--- src/rtl/bus_master_arbiter_if.sv ---
// bus_master_arbiter_if
//   Bus-ownership handshake between the CPU control unit, the external
//   requesters and bus_master_arbiter.
//   instr_end : control unit -> arbiter, last microstep of the instruction
//   req       : requesters -> arbiter, level request per requester
//   gnt       : arbiter -> requesters, one-hot registered grant
//   ctrlen    : arbiter -> control unit, active-low ROM enable (0 = CPU owns bus)
//   busy      : arbiter status, high whenever the CPU is not the owner
//   tmo       : arbiter status, sticky hold-timeout flag
//   Modports: master = requester/control-unit side, slave = arbiter side.
interface bus_master_arbiter_if #(
    parameter int NREQ = 2
);
    logic            instr_end;
    logic [NREQ-1:0] req;
    logic [NREQ-1:0] gnt;
    logic            ctrlen;
    logic            busy;
    logic            tmo;

    modport master (output instr_end, req, input gnt, ctrlen, busy, tmo);
    modport slave  (input instr_end, req, output gnt, ctrlen, busy, tmo);
endinterface

--- src/rtl/bus_master_arbiter.sv ---
// bus_master_arbiter
//   Shares the CPU data bus between the microcode control unit and NREQ
//   external masters. The CPU owns the bus by default; an external request is
//   only taken at an instruction boundary, with one idle turnaround cycle on
//   the way out (OFF) and on the way back (ON). Priority is round-robin.
//   Ports:
//     clk  : system clock, rising edge
//     rstn : asynchronous active-low reset
//     bus  : bus_master_arbiter_if.slave (instr_end, req in; gnt, ctrlen,
//            busy, tmo out, all outputs registered)
//   Parameters: NREQ (1..8), HOLD_MAX (1..255, timeout build only).
//   Optional feature: define ARB_TIMEOUT_EN to bound each tenure to HOLD_MAX
//   granted cycles; otherwise tmo is tied low and no counter/mask exists.
module bus_master_arbiter #(
    parameter int NREQ     = 2,
    parameter int HOLD_MAX = 255
) (
    input  logic                 clk,
    input  logic                 rstn,
    bus_master_arbiter_if.slave  bus
);
    localparam int IW = (NREQ > 1) ? $clog2(NREQ) : 1;

    if (NREQ < 1 || NREQ > 8) begin : g_bad_nreq
        $error("bus_master_arbiter: NREQ must be 1..8");
    end
    if (HOLD_MAX < 1 || HOLD_MAX > 255) begin : g_bad_hold
        $error("bus_master_arbiter: HOLD_MAX must be 1..255");
    end

    typedef enum logic [1:0] {ST_CPU, ST_OFF, ST_EXT, ST_ON} state_e;

    state_e          state_q, state_d;
    logic [IW-1:0]   owner_q, owner_d;
    logic [IW-1:0]   rr_last_q, rr_last_d;
    logic [IW-1:0]   pick;
    logic            pick_vld;
    logic [NREQ-1:0] elig;
    logic [NREQ-1:0] gnt_q, gnt_d;
    logic            off_q;      // registered "CPU is not the owner"
    logic            owner_req;

    assign owner_req = bus.req[owner_q];

`ifdef ARB_TIMEOUT_EN
    logic [7:0]      cnt_q, cnt_d;
    logic [NREQ-1:0] mask_q, mask_d;
    logic            tmo_q, tmo_d;
    logic            hold_exp;

    // cnt only advances while gnt is actually high, so a tenure lasts
    // exactly HOLD_MAX granted cycles.
    assign hold_exp = (gnt_q != '0) && (cnt_q == 8'(HOLD_MAX - 1));
    // A timed-out requester stays out of arbitration until it drops req.
    assign elig     = bus.req & ~mask_q;
    assign bus.tmo  = tmo_q;
`else
    assign elig     = bus.req;
    assign bus.tmo  = 1'b0;
`endif

    // Round-robin pick: first eligible requester after rr_last, wrapping.
    // Scanning from the farthest offset down leaves the nearest one in pick.
    always_comb begin
        int            idx;
        logic [IW-1:0] idx_w;
        pick     = rr_last_q;
        pick_vld = 1'b0;
        idx      = 0;
        idx_w    = '0;
        for (int i = NREQ; i >= 1; i--) begin
            idx = int'(rr_last_q) + i;
            if (idx >= NREQ) idx = idx - NREQ;
            idx_w = IW'(idx);
            if (elig[idx_w]) begin
                pick     = idx_w;
                pick_vld = 1'b1;
            end
        end
    end

    always_comb begin
        state_d   = state_q;
        owner_d   = owner_q;
        rr_last_d = rr_last_q;
        gnt_d     = '0;
`ifdef ARB_TIMEOUT_EN
        cnt_d     = cnt_q;
        tmo_d     = tmo_q;
        mask_d    = mask_q & bus.req;   // dropping req clears its mask bit
`endif
        case (state_q)
            ST_CPU: begin
                // off_q still high means the CPU has just got the bus back
                // and has not run a cycle yet; wait for a fresh boundary.
                if (bus.instr_end && pick_vld && !off_q) begin
                    owner_d = pick;
                    state_d = ST_OFF;
                end
            end
            ST_OFF: begin
                if (owner_req) begin
                    state_d   = ST_EXT;
                    rr_last_d = owner_q;
`ifdef ARB_TIMEOUT_EN
                    cnt_d     = '0;
                    tmo_d     = 1'b0;
`endif
                end else begin
                    state_d = ST_ON;
                end
            end
            ST_EXT: begin
`ifdef ARB_TIMEOUT_EN
                if (hold_exp) begin
                    state_d         = ST_ON;
                    tmo_d           = 1'b1;
                    mask_d[owner_q] = bus.req[owner_q];
                end else
`endif
                if (!owner_req) begin
                    state_d = ST_ON;
                end else begin
                    gnt_d[owner_q] = 1'b1;
`ifdef ARB_TIMEOUT_EN
                    if (gnt_q != '0 && cnt_q != 8'hFF) cnt_d = cnt_q + 8'd1;
`endif
                end
            end
            default: state_d = ST_CPU;  // ST_ON
        endcase
    end

    always_ff @(posedge clk or negedge rstn) begin
        if (!rstn) begin
            state_q   <= ST_CPU;
            owner_q   <= '0;
            rr_last_q <= IW'(NREQ - 1);
            gnt_q     <= '0;
            off_q     <= 1'b0;
        end else begin
            state_q   <= state_d;
            owner_q   <= owner_d;
            rr_last_q <= rr_last_d;
            gnt_q     <= gnt_d;
            // ctrlen follows the state one edge late: it rises the edge after
            // leaving CPU and falls one edge after returning there, framing
            // gnt with a turnaround cycle on each side.
            off_q     <= (state_q != ST_CPU);
        end
    end

`ifdef ARB_TIMEOUT_EN
    always_ff @(posedge clk or negedge rstn) begin
        if (!rstn) begin
            cnt_q  <= '0;
            mask_q <= '0;
            tmo_q  <= 1'b0;
        end else begin
            cnt_q  <= cnt_d;
            mask_q <= mask_d;
            tmo_q  <= tmo_d;
        end
    end
`endif

    assign bus.gnt    = gnt_q;
    assign bus.ctrlen = off_q;
    assign bus.busy   = off_q;
endmodule

--- src/flat_wrapper.sv ---
// flat-port wrapper written by rule: the top's interface ports become plain ports
module bus_master_arbiter_flat 
#(
    parameter int NREQ     = 2,
    parameter int HOLD_MAX = 255
)
  (clk, rstn, bus_instr_end, bus_req, bus_gnt, bus_ctrlen, bus_busy, bus_tmo);
  bus_master_arbiter_if #(.NREQ(NREQ)) bus_i ();
  input  logic clk;
  input  logic rstn;
  input wire logic [$bits(bus_i.instr_end)-1:0] bus_instr_end;
  input wire logic [$bits(bus_i.req)-1:0] bus_req;
  output wire logic [$bits(bus_i.gnt)-1:0] bus_gnt;
  output wire logic [$bits(bus_i.ctrlen)-1:0] bus_ctrlen;
  output wire logic [$bits(bus_i.busy)-1:0] bus_busy;
  output wire logic [$bits(bus_i.tmo)-1:0] bus_tmo;
  assign bus_i.instr_end = bus_instr_end;
  assign bus_i.req = bus_req;
  assign bus_gnt = bus_i.gnt;
  assign bus_ctrlen = bus_i.ctrlen;
  assign bus_busy = bus_i.busy;
  assign bus_tmo = bus_i.tmo;
  bus_master_arbiter #(.NREQ(NREQ), .HOLD_MAX(HOLD_MAX)) u_core (.clk(clk), .rstn(rstn), .bus(bus_i));
endmodule
--- config.mk ---
export PLATFORM = sky130hd
export DESIGN_NAME = bus_master_arbiter_flat
export DESIGN_NICKNAME = d
export VERILOG_FILES = /design/src/rtl/bus_master_arbiter_if.sv /design/src/rtl/bus_master_arbiter.sv /design/src/flat_wrapper.sv
export SDC_FILE = /design/constraint.sdc
export NUM_CORES = 1
export LEC_CHECK = 0
export CORE_AREA = 2 2 39 41
export CTS_CLUSTER_SIZE = 10
export DETAILED_ROUTE_END_ITERATION = 12
export DIE_AREA = 0 0 41 43
export PLACE_DENSITY = 0.58
export SLEW_MARGIN = 20
export SYNTH_ARGS = -nofsm -noshare
export SYNTH_HDL_FRONTEND = slang
export SYNTH_SLANG_ARGS = --single-unit
--- constraint.sdc ---
create_clock -name clk -period 1.93 [get_ports clk]
set_clock_uncertainty 0.2 [all_clocks]
set_input_delay 0.579 -clock clk [delete_from_list [all_inputs] [get_ports clk]]
set_output_delay 0.579 -clock clk [all_outputs]
set_load 0.01 [all_outputs]
==> metrics.cfg <==
[outcome]
outcome = finished clean

[final_layout]
antenna_cells = 0
instances_no_fill = 64
fillers = 140
drive_above_1_share = 0.271
area_delta_synth_final_pct = 34.0
nets = 58

[route]
routed_wirelength_um = 731
vias = 285
routedWlPerCell_um = 11.4
ant_nets = 0
drt_iter0_markers = 6
viasPerCell = 4.45
drc_errors = 0
drt-pass1-iter-count = 4

[worst_setup_path]
cp_num_buf_inv = 1
crit_family = buffers and inverters
r2r_start = u_core.owner_q
cp_slowest_cell = clkdlybuf4s50_1
crit_arrival_ps = 1100
r2r_end = u_core.state_q[0]
cp_data_required_time_ps = 1150
end_kind = primary output
crit_type = reg -> out
crit_fanout = 1
crit_chain = clkdlybuf4s50_1
reg2reg_depth = 3
startpoint_type = register
cp_slowest_stage_delay_ps = 530
rrSetupSlack_ps = 290

[synth]
ys_warn_count = 0
synthTopCellsByArea = dfrtp_1 (37%), ha_1 (12%), mux2_4 (11%)
synth-seq-cells = 7
synth_edf_count = 0
synth_top_area_frac = 0.370
synthesis.nets = 45
syn_inst = 36
yosysMostFrequentCell = dfrtp_1
synthDistinctLibCells = 19
avgSynthCellArea_um2 = 11.3
seq_area_frac_synth = 0.435
synthFlopType = dfrtp_1
synth_top_cell_by_area = dfrtp_1
async_flop_share = 1.00
netlist_area_um2 = 405
synthTopCellsByCount = dfrtp_1 (6), ha_1 (4), a21oi_1 (3), inv_1 (3), mux2_4 (3)

[min_path]
hold-path-cell-count = 2
hold_class = reg -> reg
hold_start = u_core.rr_last_q
whs_endpoint = u_core.rr_last_q

[cts]
ctsHoldBuffers = 0
cts_max_level = 1
clk_path_buf_depth = 2
cts_buffers = 3
clock-root-buffer = clkbuf_4
cts_setup_buffers = 0
ctsResizeCount = 1
clkSinkCount = 7
cts_tree = yes
clk_latency_ps = 250
clk_pin_slew_ps = 50

[timing]
fin_crit_ps = 1880
drv_slew = 0
setup_slack_ps = 49.2
hold_viol_final = 0
rsz0062_at_grt = no
setup_viol = 0
clock.fmax_mhz = 532
post-route-period-util = 0.975

[die]
io_pins = 10
initial_utilization = 0.293
core_region_area_mm2 = 0.00138
die-area_mm2 = 0.00176
die_y_um = 43
dieWidth_um = 41
num_rows = 14

[global_routing]
grt_usage = 0.107
grt_pass1_vias = 267
grt_max_degree = 8
grt-ovfl-total = 0
grt_pass1_wl_um = 1200
antenna_found_initial = 0

[placed_design]
place.port_buffers = 8
globalplace.congestion = 0.745
post-dp-hpwl_um = 569
dp_cells = 60
post-place-ws_ps = -282

[power_and_ir_drop]
p_total_mw = 0.806
peakVddDrop_mv = 0.454
p_leak_nw = 0.291
power_density_mw_per_mm2 = 1480

[flow_run]
cap_violations = 0

-- cells in the final DEF (no fill, tap or decap), drive strengths merged --
cell,n
dfrtp,6
ha,4
dlymetal6s2s,4
clkbuf,4
inv,3
mux2,3
a21oi,3
clkdlybuf4s50,3
nand2b,2
nor2,2
buf,2
and3b,1
and3,1
o22ai,1
nor2b,1
o21ai,1
a22o,1
and2,1
a31oi,1
nand2,1
conb,1
dlygate4sd2,1
dfstp,1
-- routing by layer --
layer,vias up,track usage,part of all wire
li1,142,-,-
met1,126,0.134,0.46
met2,17,0.147,0.46
met3,0,0.0471,0.079
met4,0,0.0600,0
met5,-,0,0
-- flip-flops by register name, summed over array words and instances, names as in the netlist --
register	cells
u_core.state_q	2
u_core.bus.gnt	2
u_core.bus.busy	1
u_core.rr_last_q	1
u_core.owner_q	1
-- worst max path at each step --
| stage | start | to | slack (ps) | cells after the start |
|---|---|---|---|---|
| CTS | bus_instr_end | u_core.state_q[0] | -2 | 5 |
| global placement | bus_req[0] | u_core.state_q[0] | -270 | 4 |
| detailed placement | bus_req[0] | u_core.state_q[0] | -280 | 4 |
| floorplan | bus_req[0] | u_core.state_q[0] | 220 | 3 |
| global route | u_core.bus.gnt[1] | bus_gnt[1] | 4 | 1 |
| finish | u_core.bus.gnt[1] | bus_gnt[1] | 50 | 1 |
-- cell families (layout without fill, tap and decap cells) --
logic type,after synthesis,after routing,synth area share
buffers and inverters,5,17,0.0648
AO/OA/AOI/OAI,7,7,0.123
flip-flops,7,7,0.435
other,1,1,0.00925
adder cells (fa/ha/maj),4,4,0.123
multiplexers,3,3,0.111
AND/OR/NAND/NOR,9,9,0.133
-- per-stage QoR --
| step | instance area (µm²) | hold WS [ps] | TNS [ps] | util |
|---|---|---|---|---|
| after floorplan | 405 | 83.4 | 0 | - |
| after global placement | 505 | 318 | -530 | 0.365 |
| after detailed placement | 505 | 319 | -559 | 0.365 |
| after CTS | 531 | 327 | -1.62 | 0.383 |
| after global routing | 543 | 368 | 0 | 0.392 |
| final | 543 | 324 | 0 | 0.392 |
-- layout make-up --
type / count / area [µm²] / area share
timing repair buffer: 10 / 104 / 0.191
tap: 16 / 20.0 / 0.0369
clock buffer: 4 / 26.3 / 0.0484
multi-input combinational: 24 / 205 / 0.378
sequential: 7 / 176 / 0.325
inverter: 3 / 11.3 / 0.0207
-- report_power, final --
| part | internal (mW) | switching, mW |
|---|---|---|
| combinational | 0.240 | 0.159 |
| clock | 0.0789 | 0.0549 |
| sequential | 0.217 | 0.0566 |
-- worst reg2reg max path: cells and delay by family, from the launching register on --
family / cells / cell delay [ps]
AO/OA/AOI/OAI: 1 / 270
flip-flops: 1 / 430
multiplexers: 2 / 630
Note: power is estimated with default switching activity, not from simulation.
